--- config.mk ---
export PLATFORM = sky130hd
export DESIGN_NAME = uart_tx
export DESIGN_NICKNAME = d
export VERILOG_FILES = /design/src/rtl/uart_tx.sv
export SDC_FILE = /design/constraint.sdc
export NUM_CORES = 1
export LEC_CHECK = 0
export CAP_MARGIN = 20
export CELL_PAD_IN_SITES_DETAIL_PLACEMENT = 0
export CELL_PAD_IN_SITES_GLOBAL_PLACEMENT = 1
export CORE_ASPECT_RATIO = 0.75
export CORE_UTILIZATION = 39
export DETAILED_ROUTE_END_ITERATION = 10
export GPL_ROUTABILITY_DRIVEN = 0
export GPL_TIMING_DRIVEN = 0
export PLACE_DENSITY_LB_ADDON = 0.1
export SLEW_MARGIN = 20
export SYNTH_ARGS = -nofsm -noshare
export SYNTH_HDL_FRONTEND = slang
export SYNTH_SLANG_ARGS = --single-unit
--- constraint.sdc ---
create_clock -name clk -period 1.4 [get_ports clk]
set_clock_uncertainty 0.1 [all_clocks]
set_input_delay 0.42 -clock clk [delete_from_list [all_inputs] [get_ports clk]]
set_output_delay 0.42 -clock clk [all_outputs]
set_load 0.01 [all_outputs]
--- src/rtl/uart_tx.sv ---
// ---------------------------------------------------------------------------
// uart_tx -- serial UART transmitter
//
// Sends frames of: 1 start bit (0), DATA_WIDTH data bits LSB first,
// an optional even-parity bit, then STOP_BITS stop bits (1). One bit period
// lasts from one baud_tick to the next. A one-entry holding buffer in front
// of the shifter lets the next word wait while the current frame is on the
// line, so consecutive frames go out with no idle bit between them.
//
// Parameters:
//   DATA_WIDTH  data bits per frame (5..9)
//   PARITY_EN   1 = append even-parity bit (XOR of data bits), 0 = none
//   STOP_BITS   number of stop bits (1 or 2)
//
// Ports:
//   clk        in   system clock, the only clock
//   rst_n      in   asynchronous active-low reset
//   baud_tick  in   one-clk strobe per bit period
//   tx_valid   in   tx_data valid for transfer
//   tx_data    in   word to transmit
//   tx_ready   out  holding buffer empty (transfer when tx_valid && tx_ready)
//   tx_serial  out  serial line, idles high, registered
//   tx_busy    out  frame in progress
//   tx_done    out  one-clk pulse after the final stop bit period ends
// ---------------------------------------------------------------------------
module uart_tx #(
    parameter int DATA_WIDTH = 8,
    parameter bit PARITY_EN  = 1'b1,
    parameter int STOP_BITS  = 1
) (
    input  logic                  clk,
    input  logic                  rst_n,
    input  logic                  baud_tick,
    input  logic                  tx_valid,
    input  logic [DATA_WIDTH-1:0] tx_data,
    output logic                  tx_ready,
    output logic                  tx_serial,
    output logic                  tx_busy,
    output logic                  tx_done
);

    // bit_cnt only has to reach DATA_WIDTH-1, so it never wraps in a frame.
    localparam int                CNT_W     = (DATA_WIDTH > 1) ? $clog2(DATA_WIDTH) : 1;
    localparam logic [CNT_W-1:0]  LAST_BIT  = CNT_W'(DATA_WIDTH - 1);
    // stop_cnt value in the last stop bit period (0 for one stop bit, 1 for two).
    localparam logic              LAST_STOP = (STOP_BITS == 2) ? 1'b1 : 1'b0;

    // Each state names the bit currently driven on tx_serial.
    typedef enum logic [2:0] {
        ST_IDLE   = 3'd0,
        ST_START  = 3'd1,
        ST_DATA   = 3'd2,
        ST_PARITY = 3'd3,
        ST_STOP   = 3'd4
    } state_t;

    // Even parity: the parity bit equals the XOR of all data bits, matching uart_rx.
    function automatic logic even_parity(input logic [DATA_WIDTH-1:0] data);
        return ^data;
    endfunction

    // Registered state
    state_t                  state_r;
    logic [DATA_WIDTH-1:0]   shift_r;
    logic [CNT_W-1:0]        bit_cnt_r;
    logic                    stop_cnt_r;
    logic                    parity_r;
    logic                    serial_r;
    logic                    done_r;
    logic                    buf_full_r;
    logic [DATA_WIDTH-1:0]   buf_data_r;

    // Next-state values
    state_t                  state_s;
    logic [DATA_WIDTH-1:0]   shift_s;
    logic [CNT_W-1:0]        bit_cnt_s;
    logic                    stop_cnt_s;
    logic                    parity_s;
    logic                    serial_s;
    logic                    done_s;
    logic                    load_s;
    logic                    accept_s;

    // A transfer only happens into an empty buffer, so accept and load never coincide.
    assign accept_s = tx_valid & ~buf_full_r;

    // Holding buffer: capture on handshake, release when the shifter loads it.
    always_ff @(posedge clk or negedge rst_n) begin
        if (!rst_n) begin
            buf_full_r <= 1'b0;
            buf_data_r <= {DATA_WIDTH{1'b0}};
        end else if (accept_s) begin
            buf_full_r <= 1'b1;
            buf_data_r <= tx_data;
        end else if (load_s) begin
            buf_full_r <= 1'b0;
        end else begin
            buf_full_r <= buf_full_r;
        end
    end

    // Frame FSM registers and the registered line/done outputs.
    always_ff @(posedge clk or negedge rst_n) begin
        if (!rst_n) begin
            state_r    <= ST_IDLE;
            shift_r    <= {DATA_WIDTH{1'b0}};
            bit_cnt_r  <= {CNT_W{1'b0}};
            stop_cnt_r <= 1'b0;
            parity_r   <= 1'b0;
            serial_r   <= 1'b1;
            done_r     <= 1'b0;
        end else begin
            state_r    <= state_s;
            shift_r    <= shift_s;
            bit_cnt_r  <= bit_cnt_s;
            stop_cnt_r <= stop_cnt_s;
            parity_r   <= parity_s;
            serial_r   <= serial_s;
            done_r     <= done_s;
        end
    end

    // Next-state logic: everything advances only on baud_tick.
    always_comb begin
        state_s    = state_r;
        shift_s    = shift_r;
        bit_cnt_s  = bit_cnt_r;
        stop_cnt_s = stop_cnt_r;
        parity_s   = parity_r;
        serial_s   = serial_r;
        done_s     = 1'b0;
        load_s     = 1'b0;

        if (baud_tick) begin
            case (state_r)
                ST_IDLE: begin
                    if (buf_full_r) begin
                        load_s   = 1'b1;
                        shift_s  = buf_data_r;
                        parity_s = even_parity(buf_data_r);
                        serial_s = 1'b0;
                        state_s  = ST_START;
                    end else begin
                        serial_s = 1'b1;
                    end
                end

                ST_START: begin
                    serial_s  = shift_r[0];
                    bit_cnt_s = {CNT_W{1'b0}};
                    state_s   = ST_DATA;
                end

                ST_DATA: begin
                    if (bit_cnt_r == LAST_BIT) begin
                        if (PARITY_EN) begin
                            serial_s = parity_r;
                            state_s  = ST_PARITY;
                        end else begin
                            serial_s   = 1'b1;
                            stop_cnt_s = 1'b0;
                            state_s    = ST_STOP;
                        end
                    end else begin
                        // shift_r[0] is on the line now; bit 1 is next.
                        shift_s   = {1'b0, shift_r[DATA_WIDTH-1:1]};
                        serial_s  = shift_r[1];
                        bit_cnt_s = bit_cnt_r + {{(CNT_W-1){1'b0}}, 1'b1};
                    end
                end

                ST_PARITY: begin
                    serial_s   = 1'b1;
                    stop_cnt_s = 1'b0;
                    state_s    = ST_STOP;
                end

                ST_STOP: begin
                    if (stop_cnt_r != LAST_STOP) begin
                        stop_cnt_s = 1'b1;
                    end else begin
                        done_s = 1'b1;
                        if (buf_full_r) begin
                            // Chain straight into the next start bit, no idle period.
                            load_s   = 1'b1;
                            shift_s  = buf_data_r;
                            parity_s = even_parity(buf_data_r);
                            serial_s = 1'b0;
                            state_s  = ST_START;
                        end else begin
                            serial_s = 1'b1;
                            state_s  = ST_IDLE;
                        end
                    end
                end

                default: begin
                    serial_s = 1'b1;
                    state_s  = ST_IDLE;
                end
            endcase
        end else begin
            state_s = state_r;
        end
    end

    assign tx_ready  = ~buf_full_r;
    assign tx_serial = serial_r;
    assign tx_busy   = (state_r != ST_IDLE);
    assign tx_done   = done_r;

endmodule

==> impl_metrics.toml <==
[setup_path]
r2r.worst_path.cells = 6
cp_slowest_cell = "dfrtp_1"
crit_required_ps = 1460
endpoint_kind = "flip-flop"
cp_cell_sequence = "buf_6 -> buf_6 -> nor3b_4 -> buf_6 -> and3b_2 -> mux2_4"
cpMostUsedCell = "buf_6"
cp.arrival_ps = 1680
path_class = "reg2reg"
critPathLaunchType = "flip-flop"
crit_path_max_fanout = 4
max_stage_delay_ps = 400

[clocking]
cts-root-buf = "clkbuf_8"
cts_max_level = 1
clock_path_buffers = 2
clock_sinks = 27
clk_pin_slew_ps = 100
cts_buffers = 3
worstSkewPairLatency_ps = 270
cts_tree = "built"

[outcome]
violations = "negative setup slack"
status = "finished, violations left"

[global_routing]
grt_max_degree = 28
grt_pass1_vias = 1061
antenna_found_initial = 0
grtUsageTotal_pct = 19.6
grt_first_pass_wirelength_um = 5350
grt_overflow = 0

[drt]
drc_errors = 0
drt_iter0_markers = 33
routedWlPerCell_um = 16.9
drtPass1Iterations = 4
num_vias = 1034
antenna_left = 0
wl_um = 3240
viasPerCell = 5.39

[power_and_ir_drop]
p_comb_share_pct = 60.4
p_int_mw = 3.13
power.share.sequential_pct = 30.6
power_leakage_nw = 0.848
p_switching_mw = 1.78
power.total_mw = 4.91
powerDensity_nw_per_um2 = 2520
sw_frac_of_total_pct = 36.3
ir_drop_v = 0.000992
clockPowerShare_pct = 9.0

[floorplan]
die_h_um = 52.4
initial_core_util_pct = 42.9
io_pins = 16
dieArea_um2 = 3630
rows = 17
die_w_um = 69.2
core_um2 = 3080

[logic_synthesis]
synth_xor_xnor_area_share_pct = 4.64
synth_adder_area_share_pct = 1.89
synth_top_family_by_area = "compound AO/OA/AOI/OAI gates"
synth_seq_cells = 27
ys_seq_area_share_pct = 51.2
synthMuxAreaShare_pct = 10.0
synthSimpleGateAreaFrac_pct = 10.5
synth_compound_area_share_pct = 17.2
syn_inst = 116
netlist_area_um2 = 1320
syn_avg_cell_area_um2 = 11.4
synth.distinct_cells = 34
syn_nets = 130
yosysWarnings = 0

[placement]
hpwlAfterDp_um = 1840
post_dp_cell_area_um2 = 1550
numPortBuffers = 15

[timing]
slew_headroom_pct = 58.9
tns_ps = -2500
period_minus_slack_ps = 1620
final_max_slew_viol_count = 0
rsz0062_at_grt = "yes"
fmax_mhz = 619
setup_viol = 24
finalWorstSetupSlack_ps = -216
tightest_slew_ps = 616
hold_viol = 0
finalCritPeriodShare_pct = 115

[finish]
antenna_cells_inserted = 0
num-nets-final = 169
area_growth_pct = 47.4
design_area_um2 = 1950
drive_gt1_share_pct = 48.1

[job]
cap_violations = 0

[hold_path]
worstHoldPathType = "in2async"
[through the flow]
| stage | std cells | utilization (%) | worst slack [ps] | hold WS [ps] |
|---|---|---|---|---|
| 2_1_floorplan | 116 | - | -48.5 | 24.4 |
| 3_3_place_gp | 169 | 50.4 | -685 | 373 |
| 3_5_place_dp | 169 | 50.2 | -739 | 368 |
| 4_1_cts | 187 | 59.2 | -220 | 59.5 |
| 5_1_grt | 192 | 63.2 | -255 | 73.9 |
| 6_report | 192 | 63.2 | -216 | 45.9 |
[power groups by stage]
stage / combinational [mW] / clock (mW) / sequential (mW)
5_1_grt: 3.20 / 0.494 / 1.55
3_5_place_dp: 1.87 / 0 / 1.47
4_1_cts: 2.56 / 0.465 / 1.47
3_3_place_gp: 1.83 / 0 / 1.46
2_1_floorplan: 1.50 / 0 / 1.39
6_report: 2.97 / 0.442 / 1.50
[cell type report]
cell class / instances / area, um2
Buffer: 5 / 55.1
Clock buffer: 3 / 41.3
Clock inverter: 1 / 5.00
Fill cell: 252 / 1130
Inverter: 5 / 21.3
Multi-Input combinational cell: 77 / 759
Sequential cell: 27 / 679
Tap cell: 38 / 47.5
Timing Repair Buffer: 36 / 340
[layout by cell type (no fill, tap or decap), types with 3 or more instances in the layout]
cell,Yosys,layout
dfrtp_1,26,24
buf_6,1,14
buf_4,1,12
mux2_4,0,10
clkdlybuf4s50_1,0,9
o22ai_2,0,7
a2bb2oi_2,0,7
xnor2_1,7,7
nand2_1,5,5
inv_1,5,4
clkbuf_8,0,4
nor2_1,5,4
nor3_1,3,3
o21ai_1,0,3
o21ai_0,8,3
[state kept, by name, indices dropped and copies added (netlist names)]
| signal | flops |
|---|---|
| bit_cnt_r | 3 |
| parity_r | 1 |
| shift_r | 8 |
| buf_full_r | 1 |
| stop_cnt_r | 1 |
| buf_data_r | 8 |
| tx_done | 1 |
| state_r | 3 |
| tx_serial | 1 |
[worst max-delay path: cells and delay by family, from the launching register on]
| family | cells | cell delay (ps) |
|---|---|---|
| flops | 1 | 400 |
| buf+inv | 3 | 360 |
| simple gates | 2 | 360 |
| mux | 1 | 270 |
[final timing paths]
kind	from	end	slack [ps]
worst min register to register	parity_r	parity_r	420
max in group asynchronous	rst_n	state_r[2]	720
worst min-delay path	rst_n	buf_data_r[2]	50
worst max-delay path	state_r[1]	bit_cnt_r[0]	-220
min in group clk	parity_r	parity_r	420
worst max register to register	state_r[1]	bit_cnt_r[0]	-220
[layer usage]
layer | vias up | global-route usage (%) | wire (um) | share of wire, %
li1 | 492 | - | - | -
met1 | 525 | 25.4 | 1550 | 48
met2 | 15 | 34.1 | 1580 | 49
met3 | 2 | 5.00 | 91 | 2.8
met4 | 0 | 3.06 | 16 | 0.49
met5 | - | 0 | 0 | 0
[cells in the mapped netlist]
library cell / n / area, um2
o22ai_1: 8 / 50.1
nor3b_2: 1 / 12.5
nor2_1: 5 / 18.8
nor3_1: 3 / 15.0
o21a_1: 1 / 7.51
a21boi_4: 1 / 18.8
buf_4: 1 / 7.51
dfrtp_1: 26 / 651
mux2_2: 10 / 113
nand3b_1: 1 / 7.51
and3b_1: 1 / 8.76
nand4_1: 1 / 6.26
o21ai_0: 8 / 40.0
a21boi_0: 1 / 7.51
and2_1: 1 / 6.26
and4bb_1: 1 / 12.5
mux2i_1: 2 / 20.0
dfstp_2: 1 / 26.3
a21oi_1: 2 / 10.0
a22o_1: 2 / 17.5
ha_1: 2 / 25.0
a31oi_1: 1 / 6.26
nand3_1: 1 / 5.00
buf_2: 3 / 15.0
a2bb2oi_1: 7 / 61.3
nand2_1: 5 / 18.8
inv_1: 5 / 18.8
nand2b_1: 1 / 6.26
nor2b_1: 2 / 12.5
xnor2_1: 7 / 61.3
buf_6: 1 / 11.3
and2b_2: 1 / 8.76
clkbuf_1: 2 / 7.51
o31a_1: 1 / 8.76
[repair_timing]
action                     4_1_cts  5_1_grt
setup buffers                   15        7
setup endpoints to repair       29       27
gates resized for setup         56       20
pin swaps                       17        7
cloned                           0        0
hold buffers                     0        0
[cell families (layout without fill, tap and decap cells)]
family / Yosys count / after routing
AOI/OAI and AO/OA: 32 / 32
adders and majority gates: 2 / 2
DFF: 27 / 27
muxes: 12 / 12
and+or+nand+nor: 24 / 24
buffers and inverters: 12 / 50
xor gates and xnor gates: 7 / 7
Note: power is estimated with default switching activity, not from simulation.
